File: config.mk
export PLATFORM = sky130hd
export DESIGN_NAME = mem_bus_arbiter_flat
export DESIGN_NICKNAME = d
export VERILOG_FILES = /design/src/rtl/mem_bus_arbiter_pkg.sv /design/src/rtl/mem_bus_arbiter_if.sv /design/src/rtl/mem_bus_arbiter_pick.sv /design/src/rtl/mem_bus_arbiter.sv /design/src/flat_wrapper.sv
export SDC_FILE = /design/constraint.sdc
export NUM_CORES = 1
export LEC_CHECK = 0
export CORE_MARGIN = 5
export CORE_UTILIZATION = 38
export DETAILED_ROUTE_END_ITERATION = 8
export PLACE_DENSITY = 0.74
export SYNTH_ARGS = -nofsm -noshare
export SYNTH_HDL_FRONTEND = slang
export SYNTH_HIERARCHICAL = 1
export SYNTH_SLANG_ARGS = --single-unit
export TNS_END_PERCENT = 5
File: constraint.sdc
create_clock -name clk -period 1.6 [get_ports clk]
set_clock_uncertainty 0.1 [all_clocks]
set_input_delay 0.4 -clock clk [delete_from_list [all_inputs] [get_ports clk]]
set_output_delay 0.4 -clock clk [all_outputs]
set_load 0.03 [all_outputs]
File: src/rtl/mem_bus_arbiter_pkg.sv
// Shared constants for the two-port memory bus arbiter: state encoding,
// port indices and read/write encoding.
package mem_arb_pkg;

    localparam logic [1:0] ST_IDLE = 2'd0;
    localparam logic [1:0] ST_ADDR = 2'd1;
    localparam logic [1:0] ST_DATA = 2'd2;
    localparam logic [1:0] ST_ACK  = 2'd3;

    localparam logic PORT_CPU = 1'b0;
    localparam logic PORT_LDR = 1'b1;

    localparam logic RW_READ  = 1'b1;
    localparam logic RW_WRITE = 1'b0;

    function automatic logic [1:0] port_onehot(input logic port);
        return port ? 2'b10 : 2'b01;
    endfunction

endpackage

File: src/rtl/mem_bus_arbiter_if.sv
// Requester-side handshake plus the multiplexed AD bus of the memory arbiter.
// The arbiter uses the slave modport; requesters and memory use master.
interface mem_bus_arbiter_if #(
    parameter int DATA_W = 8
);
    logic [1:0]        req;
    logic [1:0]        rw;
    logic [DATA_W-1:0] addr0;
    logic [DATA_W-1:0] addr1;
    logic [DATA_W-1:0] wdata0;
    logic [DATA_W-1:0] wdata1;
    logic [1:0]        ack;
    logic [1:0]        grant;
    logic [DATA_W-1:0] rdata;
    logic              ALE;
    logic              En;
    logic              Rw;
    logic [DATA_W-1:0] ad_out;
    logic              ad_oe;
    logic [DATA_W-1:0] ad_in;

    modport master (
        output req, rw, addr0, addr1, wdata0, wdata1, ad_in,
        input  ack, grant, rdata, ALE, En, Rw, ad_out, ad_oe
    );

    modport slave (
        input  req, rw, addr0, addr1, wdata0, wdata1, ad_in,
        output ack, grant, rdata, ALE, En, Rw, ad_out, ad_oe
    );

endinterface

File: src/rtl/mem_bus_arbiter_pick.sv
// Two-way request picker returning a one-hot winner. With MEM_ARB_RR_EN
// defined a tie goes to the port not served last; otherwise port 0 wins.
module mem_arb_pick
    import mem_arb_pkg::*;
(
`ifdef MEM_ARB_RR_EN
    input  logic       last_port,
`endif
    input  logic [1:0] req,
    output logic [1:0] win
);

    always_comb begin
        win = req;
        if (req == 2'b11) begin
`ifdef MEM_ARB_RR_EN
            win = port_onehot(!last_port);
`else
            win = port_onehot(PORT_CPU);
`endif
        end
    end

endmodule

File: src/rtl/mem_bus_arbiter.sv
// Two-port arbiter and ALE/En bus-cycle sequencer for the multiplexed memory
// bus. Define MEM_ARB_RR_EN for round-robin; default is fixed port-0 priority.
module mem_bus_arbiter
    import mem_arb_pkg::*;
#(
    parameter int DATA_W      = 8,
    parameter int WAIT_CYCLES = 1
) (
    input  logic              clk,
    input  logic              rst,
    mem_bus_arbiter_if.slave  bus
);

    localparam logic [2:0] WAIT_INIT = 3'(WAIT_CYCLES);

    logic [1:0]        state_q, state_d;
    logic [2:0]        wait_q, wait_d;
    logic              port_q, port_d;
    logic              rw_q, rw_d;
    logic [DATA_W-1:0] addr_q, addr_d;
    logic [DATA_W-1:0] wdata_q, wdata_d;
    logic [DATA_W-1:0] rdata_q, rdata_d;
    logic [1:0]        win;

`ifdef MEM_ARB_RR_EN
    // Reset to the loader port so the CPU wins the first tie.
    logic              last_q, last_d;

    mem_arb_pick u_pick (
        .last_port (last_q),
        .req       (bus.req),
        .win       (win)
    );
`else
    mem_arb_pick u_pick (
        .req       (bus.req),
        .win       (win)
    );
`endif

    always_comb begin
        state_d = state_q;
        wait_d  = wait_q;
        port_d  = port_q;
        rw_d    = rw_q;
        addr_d  = addr_q;
        wdata_d = wdata_q;
        rdata_d = rdata_q;
`ifdef MEM_ARB_RR_EN
        last_d  = last_q;
`endif
        case (state_q)
            ST_IDLE: begin
                if (|bus.req) begin
                    port_d  = win[1];
                    rw_d    = bus.rw[win[1]];
                    addr_d  = win[1] ? bus.addr1 : bus.addr0;
                    wdata_d = win[1] ? bus.wdata1 : bus.wdata0;
`ifdef MEM_ARB_RR_EN
                    last_d  = win[1];
`endif
                    state_d = ST_ADDR;
                end
            end
            ST_ADDR: begin
                wait_d  = WAIT_INIT;
                state_d = ST_DATA;
            end
            ST_DATA: begin
                if (wait_q == 3'd0) begin
                    if (rw_q == RW_READ) begin
                        rdata_d = bus.ad_in;
                    end
                    state_d = ST_ACK;
                end else begin
                    wait_d = wait_q - 3'd1;
                end
            end
            default: begin
                state_d = ST_IDLE;
            end
        endcase
    end

    always_ff @(posedge clk or posedge rst) begin
        if (rst) begin
            state_q <= ST_IDLE;
            wait_q  <= 3'd0;
            port_q  <= PORT_CPU;
            rw_q    <= RW_READ;
            addr_q  <= '0;
            wdata_q <= '0;
            rdata_q <= '0;
`ifdef MEM_ARB_RR_EN
            last_q  <= PORT_LDR;
`endif
        end else begin
            state_q <= state_d;
            wait_q  <= wait_d;
            port_q  <= port_d;
            rw_q    <= rw_d;
            addr_q  <= addr_d;
            wdata_q <= wdata_d;
            rdata_q <= rdata_d;
`ifdef MEM_ARB_RR_EN
            last_q  <= last_d;
`endif
        end
    end

    // Bus outputs decode only flopped state, so req never reaches the pins.
    always_comb begin
        bus.ack    = (state_q == ST_ACK) ? port_onehot(port_q) : 2'b00;
        bus.grant  = (state_q != ST_IDLE) ? port_onehot(port_q) : 2'b00;
        bus.rdata  = rdata_q;
        bus.ALE    = (state_q == ST_ADDR);
        bus.En     = (state_q == ST_DATA);
        bus.Rw     = RW_READ;
        bus.ad_out = '0;
        bus.ad_oe  = 1'b0;
        if (state_q == ST_ADDR) begin
            bus.Rw     = rw_q;
            bus.ad_out = addr_q;
            bus.ad_oe  = 1'b1;
        end else if (state_q == ST_DATA) begin
            bus.Rw = rw_q;
            if (rw_q == RW_WRITE) begin
                bus.ad_out = wdata_q;
                bus.ad_oe  = 1'b1;
            end
        end
    end

endmodule

File: src/flat_wrapper.sv
// flat-port wrapper written by rule: the top's interface ports become plain ports
module mem_bus_arbiter_flat import mem_arb_pkg::*;
#(
    parameter int DATA_W      = 8,
    parameter int WAIT_CYCLES = 1
)
  (clk, rst, bus_req, bus_rw, bus_addr0, bus_addr1, bus_wdata0, bus_wdata1, bus_ad_in, bus_ack, bus_grant, bus_rdata, bus_ALE, bus_En, bus_Rw, bus_ad_out, bus_ad_oe);
  mem_bus_arbiter_if #(.DATA_W(DATA_W)) bus_i ();
  input  logic clk;
  input  logic rst;
  input wire logic [$bits(bus_i.req)-1:0] bus_req;
  input wire logic [$bits(bus_i.rw)-1:0] bus_rw;
  input wire logic [$bits(bus_i.addr0)-1:0] bus_addr0;
  input wire logic [$bits(bus_i.addr1)-1:0] bus_addr1;
  input wire logic [$bits(bus_i.wdata0)-1:0] bus_wdata0;
  input wire logic [$bits(bus_i.wdata1)-1:0] bus_wdata1;
  input wire logic [$bits(bus_i.ad_in)-1:0] bus_ad_in;
  output wire logic [$bits(bus_i.ack)-1:0] bus_ack;
  output wire logic [$bits(bus_i.grant)-1:0] bus_grant;
  output wire logic [$bits(bus_i.rdata)-1:0] bus_rdata;
  output wire logic [$bits(bus_i.ALE)-1:0] bus_ALE;
  output wire logic [$bits(bus_i.En)-1:0] bus_En;
  output wire logic [$bits(bus_i.Rw)-1:0] bus_Rw;
  output wire logic [$bits(bus_i.ad_out)-1:0] bus_ad_out;
  output wire logic [$bits(bus_i.ad_oe)-1:0] bus_ad_oe;
  assign bus_i.req = bus_req;
  assign bus_i.rw = bus_rw;
  assign bus_i.addr0 = bus_addr0;
  assign bus_i.addr1 = bus_addr1;
  assign bus_i.wdata0 = bus_wdata0;
  assign bus_i.wdata1 = bus_wdata1;
  assign bus_i.ad_in = bus_ad_in;
  assign bus_ack = bus_i.ack;
  assign bus_grant = bus_i.grant;
  assign bus_rdata = bus_i.rdata;
  assign bus_ALE = bus_i.ALE;
  assign bus_En = bus_i.En;
  assign bus_Rw = bus_i.Rw;
  assign bus_ad_out = bus_i.ad_out;
  assign bus_ad_oe = bus_i.ad_oe;
  mem_bus_arbiter #(.DATA_W(DATA_W), .WAIT_CYCLES(WAIT_CYCLES)) u_core (.clk(clk), .rst(rst), .bus(bus_i));
endmodule
==> results.json <==
{
  "crit_type": "reg2out",
  "worstPathArrival_ns": 1.56,
  "powerDensity_mw_per_mm2": 1927,
  "track_usage_pct": 16.86,
  "globalplace.congestion": 0.7497,
  "grt_pass1_vias": 1527,
  "grt_antenna_before_repair": 0,
  "drv_slew": 0,
  "violations": "setup timing",
  "rr_worst_depth": 6,
  "reg2reg_setup_slack_ns": 0,
  "timing.fmax_mhz": 486.4,
  "chipWidth_um": 75.88,
  "maxCapViolations": 0,
  "crit_start": "u_core/state_q[0]",
  "slew_headroom_pct": 74.57,
  "register_area_um2": 778.2,
  "clockBufferDepth": 2,
  "hpwlAfterDp_um": 3380,
  "timing.rr.start": "u_core/state_q[1]",
  "synth_area_mm2": 0.001649,
  "outcome": "complete, but fails checks",
  "post_dp_cell_area_mm2": 0.002658,
  "core-area_mm2": 0.004294,
  "hold_class": "in2async",
  "die_y_um": 75.88,
  "cts_made_buffers": 5,
  "cp_max_fo": 8,
  "clock_sinks": 31,
  "vias": 1524,
  "cp-start-kind": "flop",
  "area_delta_synth_final_pct": 78.91,
  "n_fill_cell": 343,
  "crit_top_cell": "buf_6",
  "postRouteAntennaNets": 0,
  "ioPinCount": 70,
  "h-tree-depth": 2,
  "post_route_cells_drive_above_1_share_pct": 34.73,
  "clk_pin_slew_ns": 0.07,
  "drt-initial-drc-count": 59,
  "n_antenna_cell": 0,
  "synth_area_per_cell_um2": 10.06,
  "crit_slowest_cell": "dfrtp_1",
  "cpLargestDelayFamily": "buffers and inverters",
  "rr_endpoint": "u_core/wait_q[0]",
  "whs_ns": 0.3008,
  "fin_tns_setup_ns": -5.880,
  "post-route-period-util_pct": 128.5,
  "setup_viol": 17,
  "worst_pin_slew_ns": 0.3810,
  "grt_max_degree": 19,
  "start_util_pct": 38.40,
  "setup_ws_ns": -0.4559,
  "grt.overflow.total": 0,
  "rsz0062_at_grt": "yes",
  "cts_tree": "built",
  "yosysWarnings": 6,
  "drc": 0,
  "nNetsFinal": 314,
  "cp-end-kind": "primary output",
  "placementRows": 24,
  "path_cells": "buf_6 -> ha_4 -> buf_12 -> buf_4 -> o21ai_4 -> buf_6",
  "postLayoutCellArea_mm2": 0.002950,
  "critical_path.max_stage_delay_ns": 0.41,
  "dr.pass1.iters": 4,
  "viasPerCell": 4.854,
  "clk_latency_ns": 0.28,
  "synth_nets": 217,
  "die-area_mm2": 0.005757,
  "route.detailed.wl_per_inst_um": 14.77,
  "clock-root-buffer": "clkbuf_8",
  "multi_input_area_mm2": 0.001002,
  "crit_required_ns": 1.10,
  "syn_inst": 164,
  "drt-total-wl_um": 4638,
  "ctsHoldBuffers": 0,
  "period_minus_slack_ns": 2.056,
  "p_leak_nw": 1.312,
  "cp.buffers_inverters": 4,
  "hold_viol": 0,
  "grt_pass1_wl_um": 7245,
  "ir_worst_vdd_mv": 0.7969,
  "port-buffer-count": 69
}
[power by group]
part / internal [mW] / total, mW / switching (mW)
Sequential: 1.18 / 1.40 / 0.225
Combinational: 1.78 / 3.64 / 1.87
Clock: 0.347 / 0.637 / 0.290
Total: 3.30 / 5.68 / 2.38
[cell usage in the layout, fill, tap and decap left out, drive strengths merged, types with 2 or more instances in the layout]
| cell | count |
|---|---|
| clkbuf | 7 |
| dlygate4sd2 | 8 |
| nand2b | 2 |
| ha | 7 |
| nor2 | 4 |
| buf | 44 |
| nand2 | 35 |
| mux2 | 11 |
| nor2b | 4 |
| o21ai | 28 |
| dfrtp | 30 |
| clkdlybuf4s50 | 44 |
| mux2i | 20 |
| inv | 7 |
[stage by stage]
| stage | setup WS (ns) | total power, mW | util [%] | instances |
|---|---|---|---|---|
| finish | -0.4559 | 5.684 | 68.71 | 314 |
| global route | -0.5211 | 6.067 | 68.71 | 314 |
| CTS | -0.4528 | 5.591 | 67.40 | 313 |
| detailed placement | -0.2820 | 4.588 | 61.89 | 301 |
| global placement | -0.2335 | 4.522 | 61.89 | 301 |
| floorplan | -0.1829 | 3.410 | - | 164 |
[worst max-delay path by stage]
stage / end / cells after the start
6_report: bus_ad_out[4] / 6
5_1_grt: bus_ad_out[7] / 6
4_1_cts: bus_ad_out[6] / 5
3_5_place_dp: u_core/wdata_q[3] / 5
3_3_place_gp: u_core/wdata_q[3] / 5
2_1_floorplan: bus_ad_out[1] / 5
[per-layer routing]
metal / vias up / share of wire, % / global-route usage [%]
met4: 0 / 0.80 / 4.660
met3: 5 / 10 / 4.881
met5: - / 0 / 0
met1: 717 / 39 / 21.43
li1: 751 / - / -
met2: 51 / 50 / 27.85
[what timing repair did]
| action | 4_1_cts | 5_1_grt |
|---|---|---|
| gates resized for setup | 31 | 14 |
| gates cloned | 1 | 0 |
| setup buffers | 3 | 1 |
| setup endpoints to repair | 48 | 35 |
| pin swaps | 4 | 4 |
[state kept, by name, indices dropped and copies added (netlist names)]
signal,count
u_core/addr_q,8
u_core/bus.rdata,8
u_core/port_q,1
u_core/rw_q,1
u_core/state_q,2
u_core/wait_q,3
u_core/wdata_q,8
[final cells by class]
cell class	instances	share of cell area, %
Multi-Input combinational cell	119	33.97
Timing Repair Buffer	97	33.46
Sequential cell	31	26.38
Clock buffer	7	2.926
Tap cell	52	2.205
Inverter	7	0.8906
Clock inverter	1	0.1696
(Power assumes the default switching activity.)
